==> src/rtl/cska_share_arbiter.sv <==
// One 32-bit carry-skip adder shared by NREQ requesters behind a result slot.
// Define CSKA_ARB_ROUND_ROBIN_EN for round-robin grant; otherwise fixed priority.
module cska #(
    parameter int W   = 32,
    parameter int BLK = 4
) (
    input  logic [W-1:0] a_i,
    input  logic [W-1:0] b_i,
    output logic [W-1:0] sum_o,
    output logic         cout_o
);
    logic c;
    logic bc;
    logic allp;
    logic p;

    // Ripple inside each block; the block carry skips when all bits propagate.
    always_comb begin
        c     = 1'b0;
        bc    = 1'b0;
        allp  = 1'b0;
        p     = 1'b0;
        sum_o = '0;
        for (int g = 0; g < W / BLK; g++) begin
            bc   = c;
            allp = 1'b1;
            for (int j = 0; j < BLK; j++) begin
                p                = a_i[g*BLK+j] ^ b_i[g*BLK+j];
                sum_o[g*BLK+j]   = p ^ bc;
                bc               = (a_i[g*BLK+j] & b_i[g*BLK+j]) | (p & bc);
                allp             = allp & p;
            end
            c = allp ? c : bc;
        end
        cout_o = c;
    end
endmodule

module cska_share_arbiter #(
    parameter int NREQ = 4,
    parameter int IDW  = $clog2(NREQ)
) (
    input  logic             clk,
    input  logic             rst_n,
    input  logic [NREQ-1:0]  req_valid,
    input  logic [NREQ*32-1:0] req_a,
    input  logic [NREQ*32-1:0] req_b,
    output logic [NREQ-1:0]  req_ready,
    output logic             res_valid,
    input  logic             res_ready,
    output logic [31:0]      res_sum,
    output logic             res_cout,
    output logic [IDW-1:0]   res_id
);
    typedef enum logic {
        EMPTY = 1'b0,
        FULL  = 1'b1
    } state_t;

    state_t state_q, state_d;
    logic [31:0]     sum_q, sum_d;
    logic            cout_q, cout_d;
    logic [IDW-1:0]  id_q, id_d;

    logic            slot_free;
    logic            xfer;
    logic            found;
    logic [NREQ-1:0] rot_v;
    logic [NREQ-1:0] rot_g;
    logic [NREQ-1:0] gnt_raw;
    logic [NREQ-1:0] gnt;
    logic [IDW-1:0]  gnt_id;
    logic [31:0]     add_a, add_b, add_sum;
    logic            add_cout;

    assign slot_free = (state_q == EMPTY) || res_ready;

`ifdef CSKA_ARB_ROUND_ROBIN_EN
    logic [IDW-1:0] rr_q, rr_d;

    // Rotate so that bit 0 is the requester at rr_q, then rotate the grant back.
    assign rot_v   = (req_valid >> rr_q) | (req_valid << (NREQ - rr_q));
    assign gnt_raw = (rot_g << rr_q) | (rot_g >> (NREQ - rr_q));

    always_comb begin
        rr_d = rr_q;
        if (xfer) begin
            rr_d = (gnt_id == IDW'(NREQ - 1)) ? '0 : gnt_id + IDW'(1);
        end
    end

    always_ff @(posedge clk) begin
        if (!rst_n) begin
            rr_q <= '0;
        end else begin
            rr_q <= rr_d;
        end
    end
`else
    assign rot_v   = req_valid;
    assign gnt_raw = rot_g;
`endif

    always_comb begin
        rot_g = '0;
        found = 1'b0;
        for (int k = 0; k < NREQ; k++) begin
            if (!found && rot_v[k]) begin
                rot_g[k] = 1'b1;
                found    = 1'b1;
            end
        end
    end

    assign gnt       = (rst_n && slot_free) ? gnt_raw : '0;
    assign req_ready = gnt;
    assign xfer      = |gnt;

    always_comb begin
        gnt_id = '0;
        add_a  = '0;
        add_b  = '0;
        for (int i = 0; i < NREQ; i++) begin
            if (gnt[i]) begin
                gnt_id = IDW'(i);
            end
            add_a = add_a | (req_a[i*32 +: 32] & {32{gnt[i]}});
            add_b = add_b | (req_b[i*32 +: 32] & {32{gnt[i]}});
        end
    end

    cska #(
        .W   (32),
        .BLK (4)
    ) u_cska (
        .a_i    (add_a),
        .b_i    (add_b),
        .sum_o  (add_sum),
        .cout_o (add_cout)
    );

    always_comb begin
        state_d = state_q;
        sum_d   = sum_q;
        cout_d  = cout_q;
        id_d    = id_q;
        unique case (state_q)
            EMPTY: begin
                if (xfer) begin
                    state_d = FULL;
                end
            end
            FULL: begin
                if (res_ready && !xfer) begin
                    state_d = EMPTY;
                end
            end
            default: state_d = EMPTY;
        endcase
        if (xfer) begin
            sum_d  = add_sum;
            cout_d = add_cout;
            id_d   = gnt_id;
        end
    end

    always_ff @(posedge clk) begin
        if (!rst_n) begin
            state_q <= EMPTY;
            sum_q   <= '0;
            cout_q  <= 1'b0;
            id_q    <= '0;
        end else begin
            state_q <= state_d;
            sum_q   <= sum_d;
            cout_q  <= cout_d;
            id_q    <= id_d;
        end
    end

    assign res_valid = (state_q == FULL);
    assign res_sum   = sum_q;
    assign res_cout  = cout_q;
    assign res_id    = id_q;
endmodule
==> config.mk <==
export PLATFORM = sky130hd
export DESIGN_NAME = cska_share_arbiter
export DESIGN_NICKNAME = d
export VERILOG_FILES = /design/src/rtl/cska_share_arbiter.sv
export SDC_FILE = /design/constraint.sdc
export NUM_CORES = 1
export LEC_CHECK = 0
export ABC_AREA = 1
export ABC_CLOCK_PERIOD_IN_PS = 27900
export CAP_MARGIN = 20
export CORE_MARGIN = 5
export CORE_UTILIZATION = 35
export CTS_BUF_LIST = sky130_fd_sc_hd__clkbuf_16
export CTS_CLUSTER_SIZE = 8
export DETAILED_ROUTE_END_ITERATION = 10
export PLACE_DENSITY = 0.91
export SKIP_CTS_REPAIR_TIMING = 1
export SKIP_LAST_GASP = 1
export SLEW_MARGIN = 20
export SYNTH_ARGS = -nofsm -noshare
export SYNTH_HDL_FRONTEND = slang
export SYNTH_SLANG_ARGS = --single-unit
==> constraint.sdc <==
create_clock -name clk -period 27.9 [get_ports clk]
set_clock_uncertainty 0.1 [all_clocks]
set_input_delay 5.58 -clock clk [delete_from_list [all_inputs] [get_ports clk]]
set_output_delay 5.58 -clock clk [all_outputs]
set_load 0.02 [all_outputs]
# Yosys cells after proc, flatten, opt, wreduce, memory -nomap -nowiden
# Cells that the tools add are included.
word_totals:
  ff_bits: 36
  latch_bits: 0
  ramBits: 0
  rom_bits: 0
  in_bits: 263
  out_inout_bits: 40
  elab_cells: 232
  mem_count: 0
op_classes:
  add_sub_neg: 0
  mul: 0
  n_div: 0
  n_lt_le_gt_ge: 0
  n_eq_ne: 0
  n_shift: 0
  muxes: 21
  n_bitwise: 196
  n_reduce_logical: 11
op_table:
  columns: ["operator", "count"]
  rows:
  - ["32-bit bitwise AND", 8]
  - ["32-bit bitwise OR", 6]
  - ["1-bit bitwise AND", 87]
  - ["1-bit bitwise XOR", 63]
  - ["1-bit bitwise OR", 31]
  - ["1-bit 2-to-1 mux", 17]
  - ["1-bit logical AND", 5]
  - ["1-bit logical NOT", 4]
  - ["2-bit 2-to-1 mux", 2]
  - ["4-bit 2-to-1 mux", 1]
  - ["4-bit OR reduction", 1]
  - ["1-bit case mux with 2 select lines", 1]
  - ["1-bit logical OR", 1]
  - ["1-bit NOT", 1]

# Logic depth before layout (Yosys ltp)
logic_depth:
  ltp_word: 86
  depth_mapped: 60

# By module
# From an unflattened synthesis, not the netlist that was laid out.
unflattened:
  cells_unflattened: 705
  hier_area_um2: 4372.9
by_module_without_submodules:
  columns: ["mod", "instances", "cells_per_inst", "area_per_inst_um2", "seq_area_each_um2"]
  rows:
  - ["cska_share_arbiter", 1, 589, 3072.9, 720.7]
  - ["cska", 1, 116, 1300.0, 0.0]

# Least setup slack after synthesis
# No wires, ideal clock.
synth_timing:
  kind: "in2reg"
  startpoint: "input res_ready"
  endpoint: "register sum_q[31], in the netlist res_sum[31]"
  setup_ns: 0.070
  arrival_time_ns: 22.438
  required_time_ns: 27.730
  slack_ns: 5.292
  path_stages: 56
  cell_sequence: "inv_1 -> nand2_1 -> nand2_2 -> nor2_1 -> buf_2 -> buf_1 -> a22oi_1 -> nand3_1 -> ha_1 -> fa_1 -> fa_1 -> fa_1 -> nand2_1 -> inv_1 -> fa_1 -> fa_1 -> fa_1 -> fa_1 -> [20 not listed] -> fa_1 -> fa_1 -> fa_1 -> fa_1 -> nand2_1 -> nand2_1 -> fa_1 -> fa_1 -> fa_1 -> fa_1 -> or2_2 -> and2_1 -> fa_1 -> fa_1 -> fa_1 -> fa_1 -> nand2_1 -> a21oi_1"
synth_via:
  elab_chain_len: 76
  word_cells_on_any_way: 170
  classes_between: "mux: 8; bitwise: 159; reduce/logical: 3"
synth_rtl:
  columns: ["item", "line_no", "text"]
  rows:
  - ["from (decl)", "50", "input logic res_ready,"]
  - ["1-bit logical OR (*)", "76", "assign slot_free = (state_q == EMPTY) || res_ready;"]
  - ["1-bit logical AND (*)", "115", "assign gnt = (rst_n && slot_free) ? gnt_raw : '0;"]
  - ["4-bit 2-to-1 mux (*)", "115", null]
  - ["32-bit bitwise AND (on tied branches)", "127, 128", null]
  - ["32-bit bitwise OR (on tied branches) (3 in series)", "127, 128", null]
  - ["1-bit bitwise XOR or 1-bit bitwise AND (tied branches)", "28, 30", null]
  - ["1-bit bitwise AND", "30", "bc = (a_i[g*BLK+j] & b_i[g*BLK+j]) | (p & bc);"]
  - ["1-bit bitwise OR", "30", null]
  - ["[59 not listed]", null, null]
  - ["1-bit bitwise AND", "30", null]
  - ["1-bit bitwise OR", "30", null]
  - ["1-bit bitwise AND", "30", null]
  - ["1-bit bitwise OR", "30", null]
  - ["1-bit bitwise AND", "30", null]
  - ["1-bit bitwise OR", "30", null]
  - ["1-bit bitwise XOR (*)", "29", "sum_o[g*BLK+j] = p ^ bc;"]
  - ["net add_sum[31]", "73", "logic [31:0] add_a, add_b, add_sum;"]
  - ["to (signal assigned)", "175", "sum_q <= sum_d;"]
  - ["to (decl)", "61", "logic [31:0] sum_q, sum_d;"]
# Mark *: on every way through the listed nets, which the timed path passes. The rest lies on a longest branch.
# A chain may end at the register's enable or synchronous reset.

# Worst setup path after layout
# Ends and elaborated chain as after synthesis.

==> metrics <==
unique cell type count in the Yosys netlist=23; top cells by area in the synthesized netlist=sky130_fd_sc_hd__nand2_1, sky130_fd_sc_hd__dfxtp_1, sky130_fd_sc_hd__fa_1, sky130_fd_sc_hd__ha_1, sky130_fd_sc_hd__a22oi_1; share of the clock period used by the worst path after layout=84.1%; number of flip-flops and latches in the synthesized netlist=36; Worst Path Class, Setup=primary input to register; shortest clock period the worst path allows after layout=between 20 and 25 ns; first-pass GRT wire length=26.5 mm; clock tree from TritonCTS=done; final non-filler cell total=992; die span in x=~120 µm; antenna diode count=0; via count=5,016; Compound-Gate Fraction of Synth Area=about 15%; clock sink count=36; # port buffers=302; violation count after the first detailed-routing iteration=320; ratio of routed vias to standard cells=5.06; mapped cell area=3970 µm²; area growth from synthesis to layout=81.9%; static leakage=3.03 nW; maximum number of pins on one net before global-route repair=46; Clock Root Buffer=sky130_fd_sc_hd__clkbuf_16; area share of the largest cell type after synthesis=between 20% and 30%; post-placement cell count=984; placed wire-length estimate after detailed placement=15.1 mm; synthesized-area fraction occupied by xor and xnor cells=0%; outcome=finished clean; max-slew violation count=0; number of nets in the finished design=1,177; syn nets=~900; worst-path maximum fanout=22; Critical Path Sink Type=register; Filler Cell Count=980; chip height=116 µm; peak per-stage delay on the critical path=roughly 0.56 ns; count of H-tree levels built during CTS=2; leading cell types in the layout, fill and taps excluded=sky130_fd_sc_hd__clkdlybuf4s50_1, sky130_fd_sc_hd__nand2_1, sky130_fd_sc_hd__nand3_1, sky130_fd_sc_hd__a22oi_1, sky130_fd_sc_hd__dfxtp_1; most common cell after layout, fill and taps aside=sky130_fd_sc_hd__clkdlybuf4s50_1; clock transition time at the flip-flop clock pins of the worst setup and hold paths=0.06 ns; Clk network pwr share=28.2%; setup slack at placement=roughly 4.1 ns; worst-margin pin slew=~0.94 ns; Max Clock Freq=42.6 MHz; antenna violations before repair=0; area of the core region=11,000 µm²; final hold violation count=0; Hold WC Path Type=register to register; die area=13,600 µm²; Final setup viols=0; setup slack after layout=4.44 ns; number of nets with antenna violations after routing=0; ports placed on the boundary=303; register area=between 700 and 800 µm²; Most Frequent Cell on Critical Path=sky130_fd_sc_hd__fa_1; final routed DRC violation total=0; Final Wtd Congestion=about 0.88; Hold Slack=0.359 ns; Sum Neg Setup Slack=0 ns; worst endpoint data arrival time=about 24 ns; global-route total usage across every layer=25.2%; via count of the first global-routing pass=5,133; number of warnings issued by yosys=0; portion of netlist area occupied by mux cells=0%; synthesized netlist cell count=roughly 570; library cell contributing the largest single delay on the critical path=sky130_fd_sc_hd__fa_1; share of synthesized area occupied by flip-flops and latches=18.2%; Setup crit start kind=primary input; share of final-layout standard cells stronger than drive strength 1=3.05%; combinational family with the most area after synthesis=simple AND/OR/NAND/NOR gates; ratio of total power to cell area=31.0 nW/µm²; number of max-cap violations=0; area of the multi-input gates=3020 µm²; switching power summed over all nets=~0.069 mW; Worst EP required=between 20 and 30 ns; Max Buffers Root-to-Sink=2; internal power contribution=0.154 mW; Synth area leader=sky130_fd_sc_hd__nand2_1; Pwr Total=0.223 mW; simple-gate share of the synthesized area=approximately a third; net switching share of the total power=31.0%; row count=38; share of synthesized cell area in full adder, half adder and majority cells=25.7%; maximum ir drop on the vdd rail=0.0191 mV; number of CTS-inserted buffers=5; Routed wire per std cell=between 15 and 20 µm; clock insertion delay at the later pin of the skew report=0.27 ns; logic gate share of total power=45.5%; total global routing overflow=0; Total Routed Length=17.8 mm; setup repair after global routing missed its margin=no; max-slew headroom at the worst pin=between 30% and 40%; starting density of the core=36.1%; proportion of power drawn by flip-flops and latches=26.3%; detailed-router iteration count before antenna repair=8; mean instance size in the synthesized netlist=6.92 µm²
[registers in the layout, indices dropped and copies added, names as in the netlist]
register / flops
res_id: 2
res_sum: 32
res_valid: 1
res_cout: 1
[worst max-delay path, delay by kind of cell]
family | cells | cell delay, ns
adder cells (fa/ha/maj) | 32 | 14.26
buffers and inverters | 4 | 0.71
AND/OR/NAND/NOR | 17 | 2.52
AO/OA/AOI/OAI | 3 | 0.46
[cell families (layout without fill, tap and decap cells)]
family | Yosys count | in the layout
AND/OR/NAND/NOR | 330 | 330
flip-flops | 36 | 36
buffers and inverters | 53 | 332
AO/OA/AOI/OAI | 91 | 91
adder cells (fa/ha/maj) | 63 | 63
[synthesized netlist by cell type, drive strengths merged]
| cell | number |
|---|---|
| o21ai | 3 |
| or2 | 3 |
| a22oi | 53 |
| nand3 | 60 |
| nand2 | 240 |
| clkinv | 1 |
| nor4 | 1 |
| nor2 | 7 |
| nand4 | 15 |
| nor3 | 1 |
| fa | 31 |
| dfxtp | 36 |
| and2 | 3 |
| buf | 28 |
| ha | 32 |
| a21oi | 35 |
| inv | 15 |
| clkbuf | 9 |
[power groups by stage]
stage	clock network [mW]	logic, mW	registers (mW)
after global placement	0	0.0995	0.0596
after detailed placement	0	0.102	0.0598
after floorplan	0	0.0364	0.0654
after CTS	0.0641	0.102	0.0586
after global routing	0.0669	0.111	0.0592
final	0.0630	0.102	0.0587
[cell type report]
type                       instances  area share (%)
inverter                          16           0.833
sequential                        36            9.99
timing repair buffer             308            42.5
clock buffer                       5            1.73
tap                              140            2.43
multi-input combinational        484            41.9
clock inverter                     3           0.538
[routing by layer]
layer  track usage (%)  vias up  routed length [µm]
met5                 0        -                   0
met4              6.11        0                 353
met3              6.84       24                1540
met2              44.5      211                9000
met1              30.3     2317                6910
li1                  -     2464                   -
[stage by stage]
step           utilization [%]  cell area (µm²)
4_1_cts                   65.7             7210
6_report                  65.7             7210
3_5_place_dp              64.2             7050
5_1_grt                   65.7             7210
3_3_place_gp              64.2             7050
2_1_floorplan                -             3970
[worst paths after layout]
kind                   start           to  slack, ns  cells past startpoint
hold reg to reg   res_sum[8]   res_sum[8]       0.36                      2
setup reg to reg   res_valid  res_sum[31]       9.85                     54
hold / removal    res_sum[8]   res_sum[8]       0.36                      2
setup / recovery   res_ready  res_sum[31]       4.44                     56
Power figures use the tool's default switching activity.
